===== src/rtl/sdram_wb_reader_pkg.sv =====
// Shared definitions for the SDRAM Wishbone burst reader: bus widths and address stepping.
package sdram_wb_reader_pkg;

  localparam int SDRAM_ADDR_W = 32;
  localparam int WORD_W       = 16;

  // SDRAM word addresses wrap from all-ones back to zero.
  function automatic logic [SDRAM_ADDR_W-1:0] addr_inc(input logic [SDRAM_ADDR_W-1:0] a);
    return a + SDRAM_ADDR_W'(1);
  endfunction

endpackage


===== src/rtl/sdram_rd_fifo.sv =====
// Read-data FIFO between the Wishbone master and the output stream; exposes
// next-cycle occupancy status so the master can gate its strobe a cycle ahead.
module sdram_rd_fifo
  import sdram_wb_reader_pkg::*;
#(
  parameter int DEPTH = 4
) (
  input  logic              clk,
  input  logic              reset,
  input  logic              i_push,
  input  logic [WORD_W-1:0] i_din,
  input  logic              i_pop,
  output logic [WORD_W-1:0] o_dout,
  output logic              o_valid,
  output logic              o_space_nxt,
  output logic              o_empty_nxt
);

  localparam int AW = (DEPTH > 1) ? $clog2(DEPTH) : 1;
  localparam int CW = $clog2(DEPTH) + 1;
  localparam logic [CW-1:0] FULL = CW'(DEPTH);

  logic [WORD_W-1:0] r_mem [DEPTH];
  logic [AW-1:0]     r_wr_ptr;
  logic [AW-1:0]     r_rd_ptr;
  logic [CW-1:0]     r_count;
  logic [CW-1:0]     w_count_nxt;
  logic              r_valid;

  assign w_count_nxt = r_count + CW'(i_push) - CW'(i_pop);
  assign o_space_nxt = (w_count_nxt != FULL);
  assign o_empty_nxt = (w_count_nxt == '0);
  assign o_valid     = r_valid;
  assign o_dout      = r_mem[r_rd_ptr];

  always_ff @(posedge clk or negedge reset) begin
    if (!reset) begin
      r_wr_ptr <= '0;
      r_rd_ptr <= '0;
      r_count  <= '0;
      r_valid  <= 1'b0;
    end else begin
      if (i_push) r_wr_ptr <= r_wr_ptr + AW'(1);
      if (i_pop)  r_rd_ptr <= r_rd_ptr + AW'(1);
      r_count <= w_count_nxt;
      r_valid <= (w_count_nxt != '0);
    end
  end

  always_ff @(posedge clk) begin
    if (i_push) r_mem[r_wr_ptr] <= i_din;
  end

endmodule


===== src/rtl/sdram_wb_reader.sv =====
// Wishbone burst reader: fetches LENGTH consecutive SDRAM words from BASE_ADDR
// and streams them out through a small FIFO with valid/ready flow control.
module sdram_wb_reader
  import sdram_wb_reader_pkg::*;
#(
  parameter int DEPTH = 4,
  parameter int LEN_W = 16
) (
  input  logic                    clk,
  input  logic                    reset,
  input  logic                    start,
  input  logic [SDRAM_ADDR_W-1:0] base_addr,
  input  logic [LEN_W-1:0]        length,
  output logic                    busy,
  output logic                    done,
  output logic [SDRAM_ADDR_W-1:0] wbm_address,
  output logic [WORD_W-1:0]       wbm_writedata,
  input  logic [WORD_W-1:0]       wbm_readdata,
  output logic                    wbm_strobe,
  output logic                    wbm_cycle,
  output logic                    wbm_write,
  input  logic                    wbm_ack,
  output logic [WORD_W-1:0]       out_data,
  output logic                    out_valid,
  input  logic                    out_ready
);

  typedef enum logic [1:0] {
    S_IDLE  = 2'd0,
    S_REQ   = 2'd1,
    S_DRAIN = 2'd2
  } state_t;

  state_t                  r_state, w_state_nxt;
  logic                    r_stb, w_stb_nxt;
  logic [SDRAM_ADDR_W-1:0] r_addr, w_addr_nxt;
  logic [LEN_W-1:0]        r_rem, w_rem_nxt;
  logic                    r_busy, w_busy_nxt;
  logic                    r_done, w_done_nxt;

  logic                    w_push;
  logic                    w_pop;
  logic                    w_space_nxt;
  logic                    w_empty_nxt;
  logic                    w_fifo_valid;
  logic [WORD_W-1:0]       w_fifo_data;

  // Acks arriving while the strobe is low are not bus responses and are dropped.
  assign w_push = r_stb & wbm_ack;
  assign w_pop  = w_fifo_valid & out_ready;

  sdram_rd_fifo #(
    .DEPTH (DEPTH)
  ) u_fifo (
    .clk         (clk),
    .reset       (reset),
    .i_push      (w_push),
    .i_din       (wbm_readdata),
    .i_pop       (w_pop),
    .o_dout      (w_fifo_data),
    .o_valid     (w_fifo_valid),
    .o_space_nxt (w_space_nxt),
    .o_empty_nxt (w_empty_nxt)
  );

  always_ff @(posedge clk or negedge reset) begin
    if (!reset) begin
      r_state <= S_IDLE;
      r_stb   <= 1'b0;
      r_addr  <= '0;
      r_rem   <= '0;
      r_busy  <= 1'b0;
      r_done  <= 1'b0;
    end else begin
      r_state <= w_state_nxt;
      r_stb   <= w_stb_nxt;
      r_addr  <= w_addr_nxt;
      r_rem   <= w_rem_nxt;
      r_busy  <= w_busy_nxt;
      r_done  <= w_done_nxt;
    end
  end

  always_comb begin
    w_state_nxt = r_state;
    w_stb_nxt   = r_stb;
    w_addr_nxt  = r_addr;
    w_rem_nxt   = r_rem;
    w_busy_nxt  = r_busy;
    w_done_nxt  = 1'b0;
    case (r_state)
      S_IDLE: begin
        if (start) begin
          if (length == '0) begin
            w_done_nxt = 1'b1;
          end else begin
            // FIFO is always empty in IDLE, so the first request can go out at once.
            w_state_nxt = S_REQ;
            w_busy_nxt  = 1'b1;
            w_stb_nxt   = 1'b1;
            w_addr_nxt  = base_addr;
            w_rem_nxt   = length;
          end
        end
      end
      S_REQ: begin
        if (w_push) begin
          w_addr_nxt = addr_inc(r_addr);
          w_rem_nxt  = r_rem - LEN_W'(1);
          if (r_rem == LEN_W'(1)) begin
            w_stb_nxt   = 1'b0;
            w_state_nxt = S_DRAIN;
          end else begin
            w_stb_nxt = w_space_nxt;
          end
        end else if (!r_stb) begin
          w_stb_nxt = w_space_nxt;
        end
      end
      S_DRAIN: begin
        if (w_empty_nxt) begin
          w_state_nxt = S_IDLE;
          w_busy_nxt  = 1'b0;
          w_done_nxt  = 1'b1;
        end
      end
      default: w_state_nxt = S_IDLE;
    endcase
  end

  assign busy          = r_busy;
  assign done          = r_done;
  assign wbm_address   = r_addr;
  assign wbm_writedata = '0;
  assign wbm_strobe    = r_stb;
  assign wbm_cycle     = r_stb;
  assign wbm_write     = 1'b0;
  assign out_data      = w_fifo_data;
  assign out_valid     = w_fifo_valid;

endmodule


===== config.mk =====
export PLATFORM = sky130hd
export DESIGN_NAME = sdram_wb_reader
export DESIGN_NICKNAME = d
export VERILOG_FILES = /design/src/rtl/sdram_wb_reader_pkg.sv /design/src/rtl/sdram_rd_fifo.sv /design/src/rtl/sdram_wb_reader.sv
export SDC_FILE = /design/constraint.sdc
export NUM_CORES = 1
export LEC_CHECK = 0
export CAP_MARGIN = 20
export CORE_ASPECT_RATIO = 0.7
export CORE_UTILIZATION = 55
export DETAILED_ROUTE_END_ITERATION = 6
export PLACE_DENSITY = 0.86
export REMOVE_ABC_BUFFERS = 1
export SLEW_MARGIN = 20
export SYNTH_ARGS = -nofsm -noshare
export SYNTH_HDL_FRONTEND = slang
export SYNTH_SLANG_ARGS = --single-unit
export TNS_END_PERCENT = 20

===== constraint.sdc =====
create_clock -name clk -period 7.2 [get_ports clk]
set_clock_uncertainty 0.2 [all_clocks]
set_input_delay 1.08 -clock clk [delete_from_list [all_inputs] [get_ports clk]]
set_output_delay 1.08 -clock clk [all_outputs]
set_load 0.01 [all_outputs]

## Word-level counts from Yosys, hierarchy flattened

Memory sizes are Yosys's and may differ from the RTL's.
Index checks and enable logic that the tools add are counted.
W data, S select, Z words.

| cells by class | value |
|---|---|
| add/sub/neg operators | 6 |
| eq/ne operators | 9 |
| muxes and demuxes | 28 |
| bitwise operators | 2 |
| reduce and logical (&&, ||, !) cells | 10 |

Operators with widths:

| operator | count |
|---|---|
| $mux W32 | 3 |
| $pmux W32 S2 | 1 |
| $mux W16 | 3 |
| $add A32 B1 Y32 const B | 1 |
| $pmux W16 S2 | 1 |
| $eq A16 B1 Y1 const B | 1 |
| $logic_not A16 Y1 | 1 |
| $sub A16 B1 Y16 const B | 1 |
| $mux W1 | 11 |
| $mux W2 | 5 |
| $reduce_and A4 Y1 | 2 |
| $ne A2 B2 Y1 const B | 3 |
| $pmux W1 S2 | 3 |
| $pmux W2 S3 | 1 |
| $reduce_and A5 Y1 | 1 |
| $add A2 B1 Y2 const B | 2 |
| $ne A2 B1 Y1 const B | 2 |
| $reduce_bool A2 Y1 | 2 |
| $add A3 B1 Y3 | 1 |
| $logic_not A3 Y1 | 1 |
| $ne A3 B3 Y1 const B | 1 |
| $reduce_and A3 Y1 | 1 |
| $reduce_bool A3 Y1 | 1 |
| $sub A3 B1 Y3 | 1 |
| 4 further kinds | 5 |

| word-level totals | value |
|---|---|
| bits in registers | 61 |
| RAM bits | 64 |
| bits of input ports | 69 |
| output and inout bits | 70 |
| word-level logic and storage cells | 66 |
| memories | 1 |

Memory list:

| memory | depth | width | read ports | clocked after Yosys merged registers in | write ports | line | text |
|---|---|---|---|---|---|---|---|
| u_fifo.r_mem | 4 | 16 | 1 | 0 | 1 | sdram_rd_fifo.sv:23 | `logic [WORD_W-1:0] r_mem [DEPTH];` |

## Longest topological paths before layout

Gate-level depths: netlist of run 1.

| depth | value |
|---|---|
| depth after elaboration | 7 |
| depth in mapped cells | 10 |
| mapped depth without buffers | 10 |

## Cells and area by module

Synthesis of run 1 repeated with hierarchy kept, for this count alone.

| second synthesis, totals | value |
|---|---|
| cells, all modules | 549 |
| area, all modules | 6192.2 um^2 |

By module, submodules not included:

| module | instances | cells each | area an instance (um^2) | seq. area each (um^2) |
|---|---|---|---|---|
| sdram_wb_reader | 1 | 429 | 3415.8 | 1326.3 |
| sdram_rd_fifo | 1 | 120 | 2776.4 | 2122.0 |

## Worst setup path after synthesis of run 1

OpenSTA, ideal clock, no wires.

| timing path | value |
|---|---|
| path type | input -> register |
| start | input out_ready |
| end | register r_busy (netlist: busy) |
| library setup time | 135 ps |
| arrival time | 2745 ps |
| required time | 6865 ps |
| slack | 4120 ps |
| stages | 10 |
| path buffers | 0 |
| cell sequence | and2_1 -> ha_1 -> inv_1 -> ha_1 -> fa_1 -> xor2_1 -> xnor2_1 -> nand2b_1 -> o21ai_0 -> o21ai_0 |

| between the ends | value |
|---|---|
| cells in the longest elaborated chain, start to end | 5 |

RTL lines:

| what | line | text |
|---|---|---|
| from (decl) | sdram_wb_reader.sv:25 | `input logic out_ready` |
| $and A1 B1 Y1 | sdram_wb_reader.sv:50 | `assign w_pop = w_fifo_valid & out_ready;` |
| $sub A3 B1 Y3 | sdram_rd_fifo.sv:30 | `assign w_count_nxt = r_count + CW'(i_push) - CW'(i_pop);` |
| named net u_fifo.w_count_nxt[2] | sdram_rd_fifo.sv:27 | `logic [CW-1:0] w_count_nxt;` |
| $logic_not A3 Y1 | sdram_rd_fifo.sv:32 | `assign o_empty_nxt = (w_count_nxt == '0);` |
| $ne A2 B1 Y1 (no line) | - |  |
| $reduce_and A4 Y1 (no line) | - |  |
| to (signal assigned) | sdram_wb_reader.sv:79 | `r_busy <= w_busy_nxt;` |
| to (decl) | sdram_wb_reader.sv:38 | `logic r_busy, w_busy_nxt;` |

The timed path passes the listed nets, and every way through them passes these cells.
A chain may end at the register's enable or synchronous reset.

## Worst setup path after layout of run 1

| timing path | value |
|---|---|
| start | input wbm_ack |
| end | register r_state[1] |

| between the ends | value |
|---|---|
| cells in the longest elaborated chain, start to end | 6 |
| elaborated cells on any way between the ends | 7 |
| classes of those cells | add/sub: 2; eq/ne: 2; bitwise: 1; reduce/logical: 2 |

RTL lines:

| what | line | text |
|---|---|---|
| from (decl) | sdram_wb_reader.sv:22 | `input logic wbm_ack,` |
| $and A1 B1 Y1 | sdram_wb_reader.sv:49 | `assign w_push = r_stb & wbm_ack;` |
| $add A3 B1 Y3 | sdram_rd_fifo.sv:30 |  |
| $sub A3 B1 Y3 | sdram_rd_fifo.sv:30 |  |
| named net u_fifo.w_count_nxt[2] | sdram_rd_fifo.sv:27 |  |
| $logic_not A3 Y1 | sdram_rd_fifo.sv:32 |  |
| $ne A2 B1 Y1 (no line) | - |  |
| $reduce_and A5 Y1 (no line) | - |  |
| to (signal assigned) | sdram_wb_reader.sv:75 | `r_state <= w_state_nxt;` |
| to (decl) | sdram_wb_reader.sv:34 | `state_t r_state, w_state_nxt;` |

The timed path passes the listed nets, and every way through them passes these cells.

==> impl_metrics.toml, run 1 <==
[run_status]
outcome = "finished, final reports clean"

[worst_setup_path]
cp_slowest_cell = "clkdlybuf4s50_1"
r2r_slack_ps = 4450
path_buf_inv = 2
rr_worst_depth = 10
worstSetupPathType = "primary input to register"
path_max_fanout = 8
crit_family = "adder cells"
cp.arrival_ps = 3640
critical-path-max-stage-delay_ps = 610
path_cells = "clkdlybuf4s50_1 -> nand2_1 -> ha_1 -> inv_1 -> ha_1 -> fa_1 -> xor2_1 -> xnor2_1 -> nand2b_1 -> nand2_1 -> o22ai_1"
critPathLaunchType = "primary input"
worstPathRequired_ps = 7310
r2r_end = "r_state[1]"
timing.rr.start = "wbm_cycle"
endpoint_kind = "register"

[timing]
setup_ws_ps = 3670
slew_headroom = 0.286
finalMaxSlewViolations = 0
fmax_ghz = 0.283
rsz0062_at_grt = "false"
min_period_ps = 3530
tns_ps = 0
setup-violations-final = 0
tightest_slew_ps = 1070
fin_crit_sh = 0.491
final-hold-violation-count = 0

[hold_path]
min_from = "u_fifo.r_count[2]"
hp-class = "register to register"
hold-path-endpoint = "u_fifo.r_count[2]"
whs_path_depth = 1

[detailed_routing]
highest_layer = "met4"
drt_wl_total_mm = 14.9
wl_met1_mm = 6.48
wl_met3_um = 914
first_iter_violations = 393
dr_wl_met2_mm = 7.21
drt_pass1_iterations = 6
viasPerCell = 6.07
vias = 4950
postRouteAntennaNets = 0
wire_per_inst_um = 18.2
route.detailed.drc = 0

[floorplanning]
initial_utilization = 0.565
fp.dieH_um = 91.0
core-area_um2 = 11000
dieArea_um2 = 11700
die_w_um = 129
row_count = 32
pin_count = 139

[synth]
syn-cell-area_um2 = 6220
synth_most_common_cell = "edfxtp_1"
yosys-top-cells-area = "edfxtp_1 (31%), dfrtp_1 (25%), mux4_2 (5.8%), a21oi_1 (4.7%), o21ai_0 (3.7%)"
yosysWarnings = 0
avgSynthCellArea_um2 = 11.5
yosys.area.top_type = "edfxtp_1"
synth_cell_types = 61
async_flop_share = 0.488
synth_flop_cell = "edfxtp_1"
synthCells = 541
synth-seq-area-share = 0.554
yosys.area.top_type_share = 0.309
synth_commonest_cells = "edfxtp_1 (64), dfrtp_1 (61), a21oi_1 (58), o21ai_0 (46), nor2_1 (31)"
synth_edf_count = 64
synth_seq_cells = 125

[grt]
grt_max_degree = 78
grt_pass1_vias = 4797
grt_antenna_before_repair = 0
globalRouteOverflowTotal = 0
grt_use_total = 0.272
grt_pass1_wl_mm = 24.3

[clocking]
post-cts-setup-buffer-count = 0
clk-insertion-delay-late_ps = 410
cts_root_buffer = "clkbuf_16"
clk_path_buf_depth = 2
cts_max_level = 4
cts_tree = "built"
cts.sinks = 125
clk_pin_slew_ps = 50
cts_hold_buf = 0
cts-resized-gates = 0
cts_buffers = 17

[cells_and_area]
drive_gt1_frac = 0.110
antennaDiodeCount = 0
nNetsFinal = 729
syn_to_final_growth_pct = 28.6
design_area_um2 = 8000
seq_area_um2 = 3450
nFillCells = 737
multi_input_area_um2 = 2530

[placed_design]
gp_congestion = 0.807
dp_slack_ps = 3280
detailed_place.area_um2 = 7450
place_hpwl_mm = 9.85
portBuffers = 121

[power]
power.density_nw_per_um2 = 400
power_leakage_uw = 0.00295
ir_drop_uv = 233

[flow_run]
maxCapViolCount = 0
==> worst reg2reg max path: stages (launching register included) <==
cell and delay [ps]:
dfrtp_1 500, nand2_1 220, ha_1 330, inv_1 40
ha_1 180, fa_1 370, xor2_1 160, xnor2_1 250
nand2b_1 200, nand2_1 70, o22ai_1 140
==> area by class of cell <==
class,instances,area share
flip-flops and latches,125,0.431
multi-input cells,369,0.316
repair buffers,124,0.154
clock buffers,19,0.0541
well taps,153,0.0239
clock inverters,13,0.0147
inverters,13,0.00610
==> layer usage <==
metal  GRT usage  vias up
met3      0.0654       27
met2       0.420      227
li1            -     2261
met4      0.0961        0
met1       0.375     2435
met5           0        -
==> registers in the layout, summed over array words and instances (netlist names) <==
| name | count |
|---|---|
| u_fifo.r_rd_ptr | 2 |
| u_fifo.r_wr_ptr | 2 |
| r_rem | 16 |
| busy | 1 |
| wbm_cycle | 1 |
| u_fifo.o_valid | 1 |
| u_fifo.r_count | 3 |
| done | 1 |
| wbm_address | 32 |
| u_fifo.r_mem | 64 |
| r_state | 2 |
==> through the flow <==
step | hold WS, ps | util | total power (uW) | std cells
3_5_place_dp | 298 | 0.677 | 2420 | 784
6_report | 312 | 0.727 | 3200 | 816
4_1_cts | 311 | 0.727 | 3210 | 816
3_3_place_gp | 288 | 0.677 | 2350 | 784
2_1_floorplan | 267 | - | 1850 | 507
5_1_grt | 356 | 0.727 | 3380 | 816
==> logic make-up (layout without fill, tap and decap cells) <==
| kind of cell | after synthesis | count (layout) | synth area share |
|---|---|---|---|
| AO/OA/AOI/OAI | 168 | 168 | 0.164 |
| buffers and inverters | 63 | 169 | 0.0515 |
| adder cells (fa/ha/maj) | 10 | 10 | 0.0213 |
| XOR/XNOR | 5 | 5 | 0.00704 |
| multiplexers | 19 | 19 | 0.0630 |
| flip-flops | 125 | 125 | 0.554 |
| other | 1 | 17 | 0.000603 |
| AND/OR/NAND/NOR | 150 | 150 | 0.138 |
==> power by group <==
part | internal (uW) | switching [uW] | leakage, uW | total [uW]
clock | 475 | 309 | 0.000256 | 784
sequential | 1000 | 274 | 0.00129 | 1270
combinational | 593 | 548 | 0.00141 | 1140
total | 2070 | 1130 | 0.00295 | 3200
==> cell usage in the layout, fill, tap and decap left out, types with 3 or more instances in the layout <==
cell type and count:
clkdlybuf4s50_1 120, edfxtp_1 64, dfrtp_1 60, a21oi_1 58, o21ai_0 46, nor2_1 31, nand2_1 30, nand3_1 29
o22ai_1 17, conb_1 17, clkbuf_16 17, mux4_2 16, inv_1 13, a2bb2oi_1 10, and3_1 9, ha_1 9
nand4_1 7, nor3_1 6, a31oi_1 6, clkinvlp_4 5, or3_1 4, nor4_1 4, xnor2_1 3, nand3b_1 3
a22oi_1 3, nand3_2 3, a41o_1 3, a32oi_1 3, o22a_1 3, inv_6 3, clkinv_2 3, buf_4 3
==> worst max-delay path by stage <==
stage                       startpoint         endpoint  slack (ps)  cells after the start
floorplan                   r_state[0]  wbm_address[17]        3210                      4
global placement               wbm_ack             busy        3410                     11
detailed placement             wbm_ack             busy        3280                     11
CTS                 u_fifo.r_rd_ptr[0]      out_data[0]        3240                      2
global route                   wbm_ack       r_state[1]        3480                     11
finish                         wbm_ack       r_state[1]        3670                     11
No activity file was read; power rests on OpenSTA's default activity.
==> run 2, diff against run 1 <==
- CORE_UTILIZATION: 55 -> 46
- PLACE_DENSITY: 0.86 -> 0.77
- clock period: 7.2 -> 3.2 ns (I/O delays scaled with it)
==> run 2 against run 1 <==
Compared with the run above: register-to-register slack got worse by 3900 ps; critical path type is now register to output pin; setup slack got worse by 3400 ps; clock power rose by 150%; first-iteration DRC count fell by 3.3%; final cell count rose by 5.6%; die area rose by 19%; largest cell class unchanged; wire length rose by 3.6%.
==> impl_metrics.toml, run 2 (synthesized netlist as in run 1, its figures left out) <==
[run_status]
outcome = "finished, final reports clean"

[grt]
grt_antenna_before_repair = 0
grt_max_degree = 62
grt_pass1_vias = 4787
globalRouteOverflowTotal = 0
grt_pass1_wl_mm = 24.9
grt_use_total = 0.231

[power]
power.density_nw_per_um2 = 909
power_frac_seq = 0.371
p_switching_uw = 2650
swShare = 0.354
internal-power_uw = 4820
power_leakage_uw = 0.00307
combPwrFrac = 0.368
ir_drop_uv = 435
p_clk_frac = 0.261

[clocking]
cts_tree = "built"
post-cts-setup-buffer-count = 0
cts_root_buffer = "clkbuf_16"
cts-resized-gates = 0
clk-insertion-delay-late_ps = 410
cts.sinks = 125
cts_buffers = 17
clk_pin_slew_ps = 60
cts_max_level = 4
cts_hold_buf = 0
clk_path_buf_depth = 2

[timing]
final-hold-violation-count = 0
rsz0062_at_grt = "false"
min_period_ps = 2900
fin_crit_sh = 0.905
finalMaxSlewViolations = 0
slew_headroom = 0.457
fmax_ghz = 0.345
setup-violations-final = 0
tightest_slew_ps = 815

[cells_and_area]
largest_reg_flops = 64
antennaDiodeCount = 0
nFillCells = 1027
design_area_um2 = 8220
regMostFlops = "u_fifo.r_mem"
syn_to_final_growth_pct = 32.1
drive_gt1_frac = 0.127
nNetsFinal = 743
final_common_cell = "clkdlybuf4s50_1"
final_cell_mix = "clkdlybuf4s50_1 (120), edfxtp_1 (64), dfrtp_1 (61)"
final_util = 0.623

[placed_design]
gp_congestion = 0.878
place_hpwl_mm = 10.7
detailed_place.area_um2 = 7620
portBuffers = 121

[worst_setup_path]
path_max_fanout = 16
path_cells = "buf_4 -> mux4_2 -> clkdlybuf4s50_1"
timing.rr.start = "wbm_cycle"
rr_worst_depth = 10
endpoint_kind = "output pin"
critical-path-max-stage-delay_ps = 580
worstPathRequired_ps = 2520
worstSetupPathType = "register to output pin"
r2r_end = "busy"
r2r_slack_ps = 530
critPathLaunchType = "register"
cp.arrival_ps = 2220
cp_slowest_cell = "mux4_2"

[floorplanning]
row_count = 35
die_w_um = 141
fp.dieH_um = 99.3
core-area_um2 = 13200
initial_utilization = 0.472
pin_count = 139
dieArea_um2 = 14000

[detailed_routing]
viasPerCell = 5.81
route.detailed.drc = 0
drt_pass1_iterations = 5
drt_wl_total_mm = 15.4
wire_per_inst_um = 17.9
vias = 5011
first_iter_violations = 380
postRouteAntennaNets = 0

[hold_path]
hp-class = "primary input to async pin"

[flow_run]
maxCapViolCount = 0
==> run 2: cell types whose count changed in the layout (fill, tap and decap cells not counted), moves of 2 or more <==
cell and delta:
buf_12 +2, buf_4 +12, clkbuf_1 -2, clkinv_2 -2, clkinvlp_4 -3, inv_6 +4, inv_8 +3
==> run 2: worst max-delay path: cells and delay by family, from the launching register on <==
kind / cells / cell delay [ps]
flops: 1 / 380
buf+inv: 2 / 830
mux: 1 / 580
==> run 2: power groups by stage <==
stage	clock, uW	combinational (uW)	sequential, uW
2_1_floorplan	0	1350	2820
3_3_place_gp	0	2690	2740
3_5_place_dp	0	2750	2780
4_1_cts	1980	2770	2760
5_1_grt	2060	2990	2840
6_report	1950	2750	2770
==> run 2: stage by stage <==
| step | setup WS (ps) | cells | total power, uW | hold WS (ps) | setup TNS, ps |
|---|---|---|---|---|---|
| detailed placement | 123 | 830 | 5540 | 267 | 0 |
| CTS | 258 | 862 | 7510 | 57.9 | 0 |
| global route | 177 | 862 | 7880 | 93.4 | 0 |
| finish | 304 | 862 | 7470 | 33.1 | 0 |
| floorplan | -789 | 507 | 4170 | -15.6 | -21970 |
| global placement | 250 | 830 | 5430 | 263 | 0 |
==> run 2: final cells by class <==
cell class | count | area, um2 | area share
clock buffer | 17 | 425 | 0.0518
timing repair buffer | 138 | 1360 | 0.165
inverter | 13 | 48.8 | 0.00594
sequential | 125 | 3450 | 0.420
clock inverter | 15 | 175 | 0.0213
multi-input combinational | 369 | 2530 | 0.308
tap | 185 | 231 | 0.0282
==> run 2: worst max path at each step <==
stage,cells after the start,end,start,slack [ps]
3_5_place_dp,11,busy,out_ready,120
2_1_floorplan,4,wbm_address[17],r_state[0],-790
4_1_cts,3,out_data[2],u_fifo.r_rd_ptr[0],260
3_3_place_gp,11,busy,out_ready,250
5_1_grt,3,out_data[2],u_fifo.r_rd_ptr[0],180
6_report,3,out_data[2],u_fifo.r_rd_ptr[0],300
==> run 2: layer usage <==
| metal | global-route usage | wire length (um) | up-vias |
|---|---|---|---|
| li1 | - | - | 2287 |
| met1 | 0.334 | 6990 | 2464 |
| met2 | 0.347 | 7060 | 237 |
| met3 | 0.0539 | 1150 | 23 |
| met4 | 0.0711 | 213 | 0 |
| met5 | 0 | 0 | - |
